## config.mk

```make
export PLATFORM = sky130hd
export DESIGN_NAME = stash_ctrl
export DESIGN_NICKNAME = d
export VERILOG_FILES = /design/src/rtl/stash_pkg.sv /design/src/rtl/btn_edge.sv /design/src/rtl/stash_ctrl.sv
export SDC_FILE = /design/constraint.sdc
export NUM_CORES = 1
export LEC_CHECK = 0
export BUFFER_PORTS_ARGS = -buffer_cell sky130_fd_sc_hd__buf_2
export CAP_MARGIN = 10
export CORE_UTILIZATION = 58
export CTS_CLUSTER_DIAMETER = 150
export DETAILED_ROUTE_END_ITERATION = 10
export GPL_ROUTABILITY_DRIVEN = 0
export MAX_ROUTING_LAYER = met4
export PLACE_DENSITY = 0.84
export SYNTH_ARGS = -nofsm -noshare
export SYNTH_HDL_FRONTEND = slang
export SYNTH_SLANG_ARGS = --single-unit
```

## constraint.sdc

```tcl
create_clock -name clk -period 4.3 [get_ports clk]
set_input_delay 0.43 -clock clk [delete_from_list [all_inputs] [get_ports clk]]
set_output_delay 0.43 -clock clk [all_outputs]
set_load 0.02 [all_outputs]
```

## src/rtl/stash_pkg.sv

```systemverilog
// Shared types and modular pointer helpers for the lap-stash controller.
package stash_pkg;

  typedef enum logic [1:0] {REC, ALIGN, BROWSE, STEP} state_t;

  function automatic int cw_of(input int depth);
    return $clog2(depth + 1);
  endfunction

  function automatic int mod_inc(input int v, input int depth);
    return (v + 1 >= depth) ? 0 : v + 1;
  endfunction

  // Operands are always already reduced mod depth, so no divider is needed.
  function automatic int mod_sub(input int a, input int b, input int depth);
    return (a >= b) ? a - b : a + depth - b;
  endfunction

endpackage

```

## src/rtl/btn_edge.sv

```systemverilog
// One-bit rising-edge detector; a held level yields a single-cycle pulse.
module btn_edge (
  input  logic clk,
  input  logic reset,
  input  logic d,
  output logic rise
);

  logic d_q;

  always_ff @(posedge clk or negedge reset) begin
    if (!reset) d_q <= 1'b0;
    else        d_q <= d;
  end

  assign rise = d & ~d_q;

endmodule

```

## src/rtl/stash_ctrl.sv

```systemverilog
// Sequences a Stash circular buffer: records laps, then walks the valid
// entries oldest to newest by pulsing Stash's read-advance strobe.
module stash_ctrl
  import stash_pkg::*;
#(
  parameter int DEPTH       = 5,
  parameter int WIDTH       = 8,
  parameter int AUTO_SCROLL = 0,
  localparam int CW         = stash_pkg::cw_of(DEPTH)
) (
  input  logic             clk,
  input  logic             reset,
  input  logic             lap_req,
  input  logic             browse_req,
  input  logic             next_req,
  input  logic             auto_tick,
  input  logic [WIDTH-1:0] time_in,
  output logic [WIDTH-1:0] sample_in,
  output logic             sample_in_valid,
  output logic             next_sample,
  output logic             browsing,
  output logic             busy,
  output logic [CW-1:0]    entry_count,
  output logic [CW-1:0]    view_idx
);

  localparam logic AUTO_EN = (AUTO_SCROLL != 0);

  state_t          state_q, state_d;
  logic [CW-1:0]   wr_m, rd_m, tgt_q, tgt_d;
  logic [CW-1:0]   oldest, rel;
  logic            rise_lap, rise_browse, rise_next;
  logic            lap_wr, at_last, step_ev;

  btn_edge u_lap    (.clk(clk), .reset(reset), .d(lap_req),    .rise(rise_lap));
  btn_edge u_browse (.clk(clk), .reset(reset), .d(browse_req), .rise(rise_browse));
  btn_edge u_next   (.clk(clk), .reset(reset), .d(next_req),   .rise(rise_next));

  // Once the buffer has wrapped, the next slot to be written holds the oldest lap.
  assign oldest   = (entry_count == CW'(DEPTH)) ? wr_m : '0;
  assign rel      = CW'(mod_sub(int'(rd_m), int'(oldest), DEPTH));
  assign at_last  = (rel == entry_count - CW'(1));
  assign step_ev  = rise_next | (AUTO_EN & auto_tick);

  assign browsing = (state_q != REC);
  assign busy     = (state_q == ALIGN) || (state_q == STEP);
  assign view_idx = browsing ? rel : '0;

  always_comb begin
    state_d     = state_q;
    tgt_d       = tgt_q;
    next_sample = 1'b0;
    lap_wr      = 1'b0;
    case (state_q)
      REC: begin
        if (rise_lap)
          lap_wr = 1'b1;
        else if (rise_browse && (entry_count != '0))
          state_d = ALIGN;
      end
      // Compared against live oldest so a write landing on entry is honoured.
      ALIGN: begin
        if (rd_m != oldest) next_sample = 1'b1;
        else                state_d     = BROWSE;
      end
      BROWSE: begin
        if (rise_browse) begin
          state_d = REC;
        end else if (step_ev) begin
          state_d = STEP;
          tgt_d   = at_last ? oldest : CW'(mod_inc(int'(rd_m), DEPTH));
        end
      end
      STEP: begin
        if (rd_m != tgt_q) next_sample = 1'b1;
        else               state_d     = BROWSE;
      end
      default: state_d = REC;
    endcase
  end

  always_ff @(posedge clk or negedge reset) begin
    if (!reset) begin
      state_q         <= REC;
      tgt_q           <= '0;
      wr_m            <= '0;
      rd_m            <= '0;
      entry_count     <= '0;
      sample_in       <= '0;
      sample_in_valid <= 1'b0;
    end else begin
      state_q         <= state_d;
      tgt_q           <= tgt_d;
      sample_in_valid <= lap_wr;
      if (lap_wr) sample_in <= time_in;
      if (sample_in_valid) begin
        wr_m <= CW'(mod_inc(int'(wr_m), DEPTH));
        if (entry_count != CW'(DEPTH)) entry_count <= entry_count + CW'(1);
      end
      if (next_sample) rd_m <= CW'(mod_inc(int'(rd_m), DEPTH));
    end
  end

endmodule

```

==> flow_metrics.py, run 1 <==
metrics = {
    "routing": {
        "drtIter0Drc": 12,
        "dr.pass1.iters": 4,
        "post-route-drc-count": 0,
        "wl_um": 3127,
        "post_drt_wl_per_cell_um": 14.68,
        "drt-vias-per-instance": 5.779,
        "vias": 1231,
        "ant_nets": 0,
    },
    "die": {
        "ios": 32,
        "coreArea_um2": 2500,
        "fp.dieArea_um2": 2877,
        "start_util_pct": 61.86,
        "row_count": 18,
        "dieWidth_um": 53.64,
        "die_h_um": 53.64,
    },
    "sta": {
        "rsz0062_at_grt": "no",
        "maxSlewHeadroom_pct": 59.09,
        "clock_skew_ns": 0.007069,
        "finalSetupTns_ns": 0,
        "holdWs_ns": 0.07994,
        "drv_slew": 0,
        "worstMarginPinSlew_ns": 0.6124,
        "setup_viol": 0,
        "period_minus_slack_ns": 3.177,
        "period_share_pct": 73.87,
        "hold_viol_final": 0,
        "max_freq_mhz": 314.8,
    },
    "flow_run": {
        "maxCapViolCount": 0,
    },
    "clocking": {
        "cts-buffers-inserted": 3,
        "clock_sinks": 26,
        "clkTransAtPathRegs_ns": 0.14,
        "clockRootBuffer": "clkbuf_4",
        "cts_tree": "done",
        "holdBufCountCts": 0,
        "cts.repair.resized": 0,
        "htreeDepth": 1,
        "clock_latency_ns": 0.32,
        "clockBufferDepth": 2,
        "post_cts_buffers": 0,
    },
    "power_and_ir_drop": {
        "max-vdd-ir-drop_v": 0.0006482,
        "intPower_uw": 761.1,
        "p_leak_uw": 0.0008447,
        "switching_power_uw": 702.5,
        "pwr_density_cell_nw_per_um2": 833.8,
        "clock_power_share_pct": 8.4,
        "switching_share_pct": 48.00,
        "combPwrFrac_pct": 60.8,
        "p_seq_share_pct": 30.8,
    },
    "global_route": {
        "grt_usage_pct": 25.93,
        "antenna_found_initial": 0,
        "grt_pass1_wl_um": 5106,
        "grt_max_degree": 27,
        "grt-ovfl-total": 0,
        "grt_pass1_vias": 1221,
    },
    "finish": {
        "nets": 213,
        "num-fill-cells": 193,
        "final_cell_mix": "buf_2, dfrtp_1, inv_1",
        "area_growth_pct": 13.51,
        "layout-drive-gt1-share_pct": 25.68,
        "final_common_cell": "buf_2",
        "n_antenna_cell": 0,
    },
    "synthesis": {
        "ys_seq_area_share_pct": 42.07,
        "syn_area_um2": 1546,
        "synth_seq_cells": 26,
        "synthCells": 153,
        "ys_types": 35,
        "ys_warn_count": 0,
        "synth_nets": 182,
        "avgSynthCellArea_um2": 10.11,
    },
    "setup_path": {
        "required_ns": 3.87,
        "reg2reg_slack_ns": 1.37,
        "r2r_cells": 12,
        "worstSetupStartpointType": "flop",
        "reg2reg_to": "tgt_q[2]",
        "worstSetupEndpointType": "primary output",
        "crit_type": "reg -> out",
        "rr_startpoint": "entry_count[0]",
        "cp_max_fo": 6,
        "cp_data_arrival_time_ns": 2.75,
    },
    "outcome": {
        "status": "finished clean",
    },
    "worst_hold_path": {
        "hold_path_class": "in -> async",
    },
    "place": {
        "hpwl_um": 2523,
        "port-buffer-count": 30,
    },
}
final cells by class:
cell class | count | area [µm²] | area share (%)
inverters | 15 | 56.30 | 3.207
well taps | 30 | 37.54 | 2.138
flip-flops and latches | 26 | 650.6 | 37.06
clock buffers | 4 | 36.28 | 2.067
multi-input cells | 107 | 819.5 | 46.69
repair buffers | 31 | 155.1 | 8.838
how the worst max path moves through the flow:
stage / to / depth (start not counted) / slack (ns) / startpoint
2_1_floorplan: view_idx[2] / 11 / 1.64 / entry_count[1]
3_3_place_gp: tgt_q[1] / 12 / 1.54 / entry_count[0]
3_5_place_dp: tgt_q[2] / 12 / 1.42 / entry_count[0]
4_1_cts: view_idx[2] / 11 / 1.10 / entry_count[0]
5_1_grt: view_idx[2] / 11 / 0.96 / entry_count[0]
6_report: view_idx[2] / 11 / 1.12 / entry_count[0]
kinds of logic after synthesis:
kind of cell               after synthesis  share of synthesized area [%]
buffers and inverters                   20                          4.934
muxes                                   13                          9.224
and+or+nand+nor                         42                          14.16
xor gates and xnor gates                11                          6.230
AOI/OAI and AO/OA                       26                          10.76
adders and majority gates               15                          12.62
DFF                                     26                          42.07
through the flow:
| step | instance area (µm²) | power (µW) | setup slack (ns) | util, % | instances |
|---|---|---|---|---|---|
| after floorplan | 1546 | 1096 | 1.637 | - | 153 |
| after global placement | 1714 | 1272 | 1.542 | 68.57 | 208 |
| after detailed placement | 1714 | 1337 | 1.416 | 68.57 | 208 |
| after CTS | 1750 | 1463 | 1.103 | 70.02 | 212 |
| after global routing | 1755 | 1572 | 0.9636 | 70.22 | 213 |
| final | 1755 | 1464 | 1.124 | 70.22 | 213 |
critical path, cell delays in order, from the launching register on:
cell and delay [ns]:
dfrtp_1 0.48, ha_1 0.29, nand3_1 0.21, inv_1 0.07, ha_1 0.30, inv_1 0.07
ha_1 0.19, xnor2_1 0.14, o31a_1 0.25, o211ai_2 0.10, and2_1 0.17, buf_2 0.16
cell usage after synthesis (all sizes together):
| library cell | n | area (µm²) |
|---|---|---|
| dfrtp | 26 | 650.6 |
| inv | 15 | 56.30 |
| ha | 14 | 175.2 |
| nand2 | 12 | 45.04 |
| mux2 | 10 | 112.6 |
| xnor2 | 10 | 87.58 |
| a21oi | 8 | 40.04 |
| nor2 | 7 | 26.28 |
| nand3 | 6 | 30.03 |
| o21ai | 6 | 30.02 |
| clkbuf | 4 | 15.01 |
| nand3b | 4 | 30.03 |
| a31oi | 3 | 18.77 |
| mux2i | 3 | 30.03 |
| nor2b | 3 | 21.27 |
| o211ai | 3 | 27.52 |
| or4 | 3 | 22.52 |
| nand2b | 2 | 12.51 |
| and2 | 1 | 6.260 |
| and3 | 1 | 6.260 |
| buf | 1 | 5.000 |
| fa | 1 | 20.02 |
| nand4 | 1 | 6.260 |
| nor3 | 1 | 5.000 |
| nor3b | 1 | 7.510 |
| o2111ai | 1 | 8.760 |
| o21a | 1 | 7.510 |
| o22ai | 1 | 6.260 |
| o311a | 1 | 10.01 |
| o311ai | 1 | 8.760 |
| o31a | 1 | 8.760 |
| xor2 | 1 | 8.760 |
flip-flops by register name, indices dropped and copies added, names as in the netlist:
signal and flops:
state_q 2, u_lap.d_q 1, u_next.d_q 1, entry_count 3, u_browse.d_q 1, rd_m 3
wr_m 3, sample_in_valid 1, tgt_q 3, sample_in 8
power by group through the flow:
stage	registers (µW)	clock network, µW	logic (µW)
after floorplan	494	0	602
after global placement	448	0	823
after detailed placement	454	0	882
after CTS	450	127	887
after global routing	469	135	968
final	450	123	890
routing by layer:
layer / share of wire (%) / global-route usage, %
met1: 43 / 28.57
met5: 0 / -
met2: 51 / 43.96
met3: 3.7 / 3.107
met4: 2.7 / 17.11
No activity file was read; power rests on OpenSTA's default activity.
==> inputs of run 2 (changes only) <==
--- a/config.mk
+++ b/config.mk
@@ -7,12 +7,12 @@
 export LEC_CHECK = 0
 export BUFFER_PORTS_ARGS = -buffer_cell sky130_fd_sc_hd__buf_2
 export CAP_MARGIN = 10
-export CORE_UTILIZATION = 58
+export CORE_UTILIZATION = 54
 export CTS_CLUSTER_DIAMETER = 150
 export DETAILED_ROUTE_END_ITERATION = 10
 export GPL_ROUTABILITY_DRIVEN = 0
 export MAX_ROUTING_LAYER = met4
-export PLACE_DENSITY = 0.84
+export PLACE_DENSITY = 0.79
 export SYNTH_ARGS = -nofsm -noshare
 export SYNTH_HDL_FRONTEND = slang
 export SYNTH_SLANG_ARGS = --single-unit
==> constraint.sdc (replaced) <==
create_clock -name clk -period 3.25 [get_ports clk]
set_input_delay 0.325 -clock clk [delete_from_list [all_inputs] [get_ports clk]]
set_output_delay 0.325 -clock clk [all_outputs]
set_load 0.02 [all_outputs]
==> flow_metrics.py, run 2 (synthesized netlist as in run 1, its figures left out) <==
metrics = {
    "routing": {
        "drt-vias-per-instance": 5.577,
        "post_drt_wl_per_cell_um": 14.57,
        "vias": 1199,
        "drtIter0Drc": 54,
        "ant_nets": 0,
        "wl_um": 3133,
        "post-route-drc-count": 0,
        "dr.pass1.iters": 4,
    },
    "power_and_ir_drop": {
        "pwr_density_cell_nw_per_um2": 1087,
        "switching_power_uw": 916.2,
        "clock_power_share_pct": 8.3,
        "switching_share_pct": 47.51,
        "power_uw": 1928,
        "intPower_uw": 1012,
        "p_seq_share_pct": 31.1,
        "p_leak_uw": 0.0008500,
        "combPwrFrac_pct": 60.6,
        "max-vdd-ir-drop_v": 0.0007046,
    },
    "setup_path": {
        "r2r_cells": 11,
        "reg2reg_to": "tgt_q[0]",
        "crit_type": "reg -> out",
        "reg2reg_slack_ns": 0.34,
        "worstSetupStartpointType": "flop",
        "worstSetupEndpointType": "primary output",
        "rr_startpoint": "entry_count[1]",
        "cp_max_fo": 5,
        "cp_data_arrival_time_ns": 2.68,
        "required_ns": 2.92,
    },
    "clocking": {
        "clockRootBuffer": "clkbuf_4",
        "post_cts_buffers": 0,
        "clock_latency_ns": 0.31,
        "htreeDepth": 1,
        "clockBufferDepth": 2,
        "cts-buffers-inserted": 3,
        "clock_sinks": 26,
        "clkTransAtPathRegs_ns": 0.14,
        "cts_tree": "done",
    },
    "die": {
        "row_count": 19,
        "dieWidth_um": 55.52,
        "coreArea_um2": 2734,
        "ios": 32,
        "die_h_um": 55.52,
        "start_util_pct": 56.57,
        "fp.dieArea_um2": 3082,
    },
    "flow_run": {
        "maxCapViolCount": 0,
    },
    "place": {
        "dp_slack_ns": 0.3554,
        "hpwl_um": 2482,
        "port-buffer-count": 30,
    },
    "sta": {
        "period_share_pct": 92.49,
        "rsz0062_at_grt": "no",
        "hold_viol_final": 0,
        "max_freq_mhz": 332.7,
        "clock_skew_ns": 0.006614,
        "period_minus_slack_ns": 3.006,
        "setup_viol": 0,
        "worstMarginPinSlew_ns": 0.5693,
        "maxSlewHeadroom_pct": 62.05,
        "finalSetupTns_ns": 0,
        "finalWorstSetupSlack_ns": 0.2442,
        "drv_slew": 0,
    },
    "finish": {
        "finalCoreUtilization_pct": 64.90,
        "num-fill-cells": 223,
        "final_common_cell": "buf_2",
        "final_cell_mix": "buf_2, dfrtp_1, inv_1",
        "largest-register": "sample_in",
        "n_antenna_cell": 0,
        "largest_reg_flops": 8,
        "nets": 214,
        "layout-drive-gt1-share_pct": 26.09,
        "area_growth_pct": 14.72,
        "seqCellArea_um2": 650.6,
        "multi_input_comb_area_um2": 824.5,
    },
    "global_route": {
        "grt-ovfl-total": 0,
        "grt_max_degree": 27,
        "grt_usage_pct": 23.21,
        "antenna_found_initial": 0,
        "grt_pass1_vias": 1189,
        "grt_pass1_wl_um": 5554,
    },
    "worst_hold_path": {
        "min_to": "u_next.d_q",
        "hold_depth": 1,
        "holdCritStartpoint": "next_req",
        "hold_path_class": "in -> reg",
    },
    "outcome": {
        "status": "finished clean",
    },
}
run 2: worst max-delay path: stages (launching register included):
cell	delay, ns
dfrtp_1	0.43
inv_1	0.10
ha_1	0.25
nand3_1	0.19
inv_1	0.10
ha_1	0.15
inv_1	0.06
fa_1	0.40
nand3b_1	0.10
o31a_1	0.15
o211ai_2	0.11
and2_1	0.18
buf_2	0.15
run 2: metal layers:
metal | track usage (%) | routed length [µm]
met3 | 1.639 | 96
met2 | 39.07 | 1594
met5 | - | 0
met1 | 31.31 | 1405
met4 | 4.643 | 38
run 2: layout make-up:
type / count / share of cell area, %
clock buffer: 4 / 2.045
inverter: 15 / 3.173
multi-input combinational: 107 / 46.47
sequential: 26 / 36.67
tap: 31 / 2.186
timing repair buffer: 32 / 9.450
run 2: stage by stage:
step	cells	hold WS, ns	area, µm²
2_1_floorplan	153	0.02941	1546
3_3_place_gp	210	0.3368	1723
3_5_place_dp	210	0.3529	1723
4_1_cts	215	0.1199	1769
5_1_grt	215	0.1096	1774
6_report	215	0.1241	1774
run 2: worst max-delay path by stage:
stage | slack, ns | cells past startpoint | startpoint | end
after floorplan | 0.59 | 13 | entry_count[1] | tgt_q[1]
after global routing | 0.05 | 12 | entry_count[1] | view_idx[2]
after global placement | 0.49 | 12 | entry_count[0] | tgt_q[1]
after detailed placement | 0.36 | 12 | entry_count[0] | tgt_q[0]
final | 0.24 | 12 | entry_count[1] | view_idx[2]
after CTS | 0.17 | 11 | entry_count[0] | view_idx[2]
run 2: timing repair:
action	in CTS	in global routing
resized for setup	0	1
endpoints found under the hold margin	12	0
hold buffers	1	0
setup endpoints to repair	0	1
run 2: power groups by stage:
stage,Clock [µW],Combinational (µW),Sequential (µW)
detailed placement,0,1160,604
global route,175,1290,625
floorplan,0,796,654
global placement,0,1100,592
CTS,165,1170,598
finish,160,1170,600
==> inputs of run 3 (changes only) <==
--- a/config.mk
+++ b/config.mk
@@ -9,10 +9,12 @@
 export CAP_MARGIN = 10
 export CORE_UTILIZATION = 54
 export CTS_CLUSTER_DIAMETER = 150
+export CTS_CLUSTER_SIZE = 10
 export DETAILED_ROUTE_END_ITERATION = 10
 export GPL_ROUTABILITY_DRIVEN = 0
 export MAX_ROUTING_LAYER = met4
-export PLACE_DENSITY = 0.79
+export PLACE_DENSITY = 0.78
 export SYNTH_ARGS = -nofsm -noshare
 export SYNTH_HDL_FRONTEND = slang
+export SYNTH_HIERARCHICAL = 1
 export SYNTH_SLANG_ARGS = --single-unit
==> flow_metrics.py, run 3 <==
metrics = {
    "worst_hold_path": {
        "hold_depth": 1,
        "hold_path_class": "in -> reg",
        "min_to": "u_browse/d_q",
        "holdCritStartpoint": "browse_req",
    },
    "clocking": {
        "cts_tree": "done",
        "clock_latency_ns": 0.32,
        "cts-buffers-inserted": 3,
        "clockBufferDepth": 2,
        "clock_sinks": 26,
        "htreeDepth": 1,
        "clkTransAtPathRegs_ns": 0.13,
        "clockRootBuffer": "clkbuf_4",
    },
    "synthesis": {
        "ys_warn_count": 6,
        "synth_top_cells_by_count": "dfrtp_1, inv_1, ha_1",
        "yosysMostFrequentCell": "dfrtp_1",
        "synth_seq_cells": 26,
        "synth_nets": 184,
        "syn_area_um2": 1624,
        "synth_top_cell_area_share_pct": 40.06,
        "synth_edf_count": 0,
        "async_reset_ff_share_pct": 100.0,
        "synthCells": 155,
        "avgSynthCellArea_um2": 10.48,
        "synth_area_leader_cell": "dfrtp_1",
        "ys_types": 39,
        "ys.flop_type": "dfrtp_1",
        "ys_seq_area_share_pct": 40.06,
        "synth.area.top_cells": "dfrtp_1, ha_1, mux2_2",
    },
    "routing": {
        "post_drt_wl_per_cell_um": 14.88,
        "ant_nets": 0,
        "dr.pass1.iters": 7,
        "post-route-drc-count": 2,
        "drt-vias-per-instance": 5.655,
        "vias": 1244,
        "wl_um": 3274,
        "drtIter0Drc": 45,
    },
    "die": {
        "coreArea_um2": 2805,
        "fp.dieArea_um2": 3231,
        "start_util_pct": 57.89,
        "die_h_um": 56.84,
        "ios": 32,
        "dieWidth_um": 56.84,
        "row_count": 19,
    },
    "setup_path": {
        "cp_data_arrival_time_ns": 2.76,
        "reg2reg_slack_ns": 0.38,
        "cp_max_fo": 6,
        "crit_type": "reg -> out",
        "required_ns": 2.92,
        "rr_startpoint": "entry_count[0]",
        "worstSetupEndpointType": "primary output",
        "r2r_cells": 12,
        "worstSetupStartpointType": "flop",
        "reg2reg_to": "tgt_q[0]",
    },
    "global_route": {
        "grt-ovfl-total": 0,
        "grt_usage_pct": 23.45,
        "grt_pass1_wl_um": 5713,
        "grt_pass1_vias": 1315,
        "antenna_found_initial": 0,
        "grt_max_degree": 27,
    },
    "sta": {
        "rsz0062_at_grt": "no",
        "hold_viol_final": 0,
        "clock_skew_ns": 0.01008,
        "setup_viol": 0,
        "finalSetupTns_ns": 0,
        "drv_slew": 0,
        "period_minus_slack_ns": 3.081,
        "worstMarginPinSlew_ns": 0.5842,
        "maxSlewHeadroom_pct": 61.05,
        "period_share_pct": 94.80,
        "max_freq_mhz": 324.6,
    },
    "finish": {
        "nets": 220,
        "final_cell_mix": "buf_2, dfrtp_1, inv_1",
        "n_antenna_cell": 0,
        "layout-drive-gt1-share_pct": 33.33,
        "area_growth_pct": 15.64,
        "instances_no_fill": 220,
        "largest_reg_flops": 8,
        "final_common_cell": "buf_2",
        "largest-register": "sample_in",
    },
    "place": {
        "placed_cells": 215,
        "port-buffer-count": 30,
        "hpwl_um": 2552,
    },
    "power_and_ir_drop": {
        "p_leak_uw": 0.0008894,
        "power_uw": 2141,
        "max-vdd-ir-drop_v": 0.0005236,
        "pwr_density_cell_nw_per_um2": 1140,
    },
    "flow_run": {
        "maxCapViolCount": 0,
    },
    "outcome": {
        "violations": "DRC",
        "status": "finished, violations left",
    },
}
-- run 3: repair_timing --
item,CTS,global route
hold buffers,1,0
setup buffers,1,0
hold endpoints to repair,2,0
gates resized for setup,2,3
endpoints found under the setup margin,1,1
-- run 3: layout make-up --
type	instances	area (µm²)
Clock buffer	3	22.52
Tap cell	31	38.79
Sequential cell	26	651.9
Fill cell	233	927.1
Timing Repair Buffer	34	182.7
Multi-Input combinational cell	111	925.9
Inverter	15	56.30
-- run 3: cells by family (layout without fill, tap and decap cells) --
group           count (synthesis)  in the layout  share of synthesized area (%)
flops                          26             26                          40.06
xor+xnor                        9              9                          5.316
simple gates                   44             44                          15.64
fa+ha+maj                      15             15                          12.02
compound gates                 29             29                          12.64
mux                            14             14                          9.553
buf+inv                        18             52                          4.776
-- run 3: worst max path at each step --
stage                         from           to  slack [ns]  cells past startpoint
detailed placement  entry_count[0]     tgt_q[1]        0.23                     12
global route        entry_count[1]  view_idx[2]       0.007                     12
finish              entry_count[0]  view_idx[2]        0.17                     11
floorplan           entry_count[1]     tgt_q[0]        0.31                     13
global placement    entry_count[0]     tgt_q[0]        0.36                     12
CTS                 entry_count[0]  view_idx[2]        0.06                     11
-- run 3: critical path, cell delays in order (launching register included) --
cell and delay, ns:
dfrtp_2 0.49, ha_4 0.20, nand3_1 0.10, inv_1 0.08, ha_4 0.29, inv_1 0.05, ha_1 0.19, xnor2_1 0.16
a2111oi_2 0.39, o21bai_2 0.15, and2_2 0.20, buf_2 0.15
-- run 3: layer usage --
metal	part of all wire [%]	vias to the layer above	GRT usage (%)
met5	0	-	-
met4	1.0	0	9.059
met3	3.9	6	5.069
met2	51	23	39.46
met1	44	612	27.45
li1	-	603	-
-- run 3: stage by stage --
| stage | worst slack, ns | cell area [µm²] | util (%) | hold WS [ns] |
|---|---|---|---|---|
| after global placement | 0.3578 | 1807 | 64.41 | 0.3398 |
| after global routing | 0.006913 | 1878 | 66.95 | 0.1144 |
| after floorplan | 0.3119 | 1624 | - | 0.02941 |
| final | 0.1689 | 1878 | 66.95 | 0.1163 |
| after CTS | 0.06354 | 1861 | 66.32 | 0.1173 |
| after detailed placement | 0.2273 | 1807 | 64.41 | 0.3551 |
-- run 3: power by group --
part           internal, µW  total (µW)  switching (µW)
Combinational           605        1390             783
Clock                  43.4         131            87.7
Sequential              464         622             158
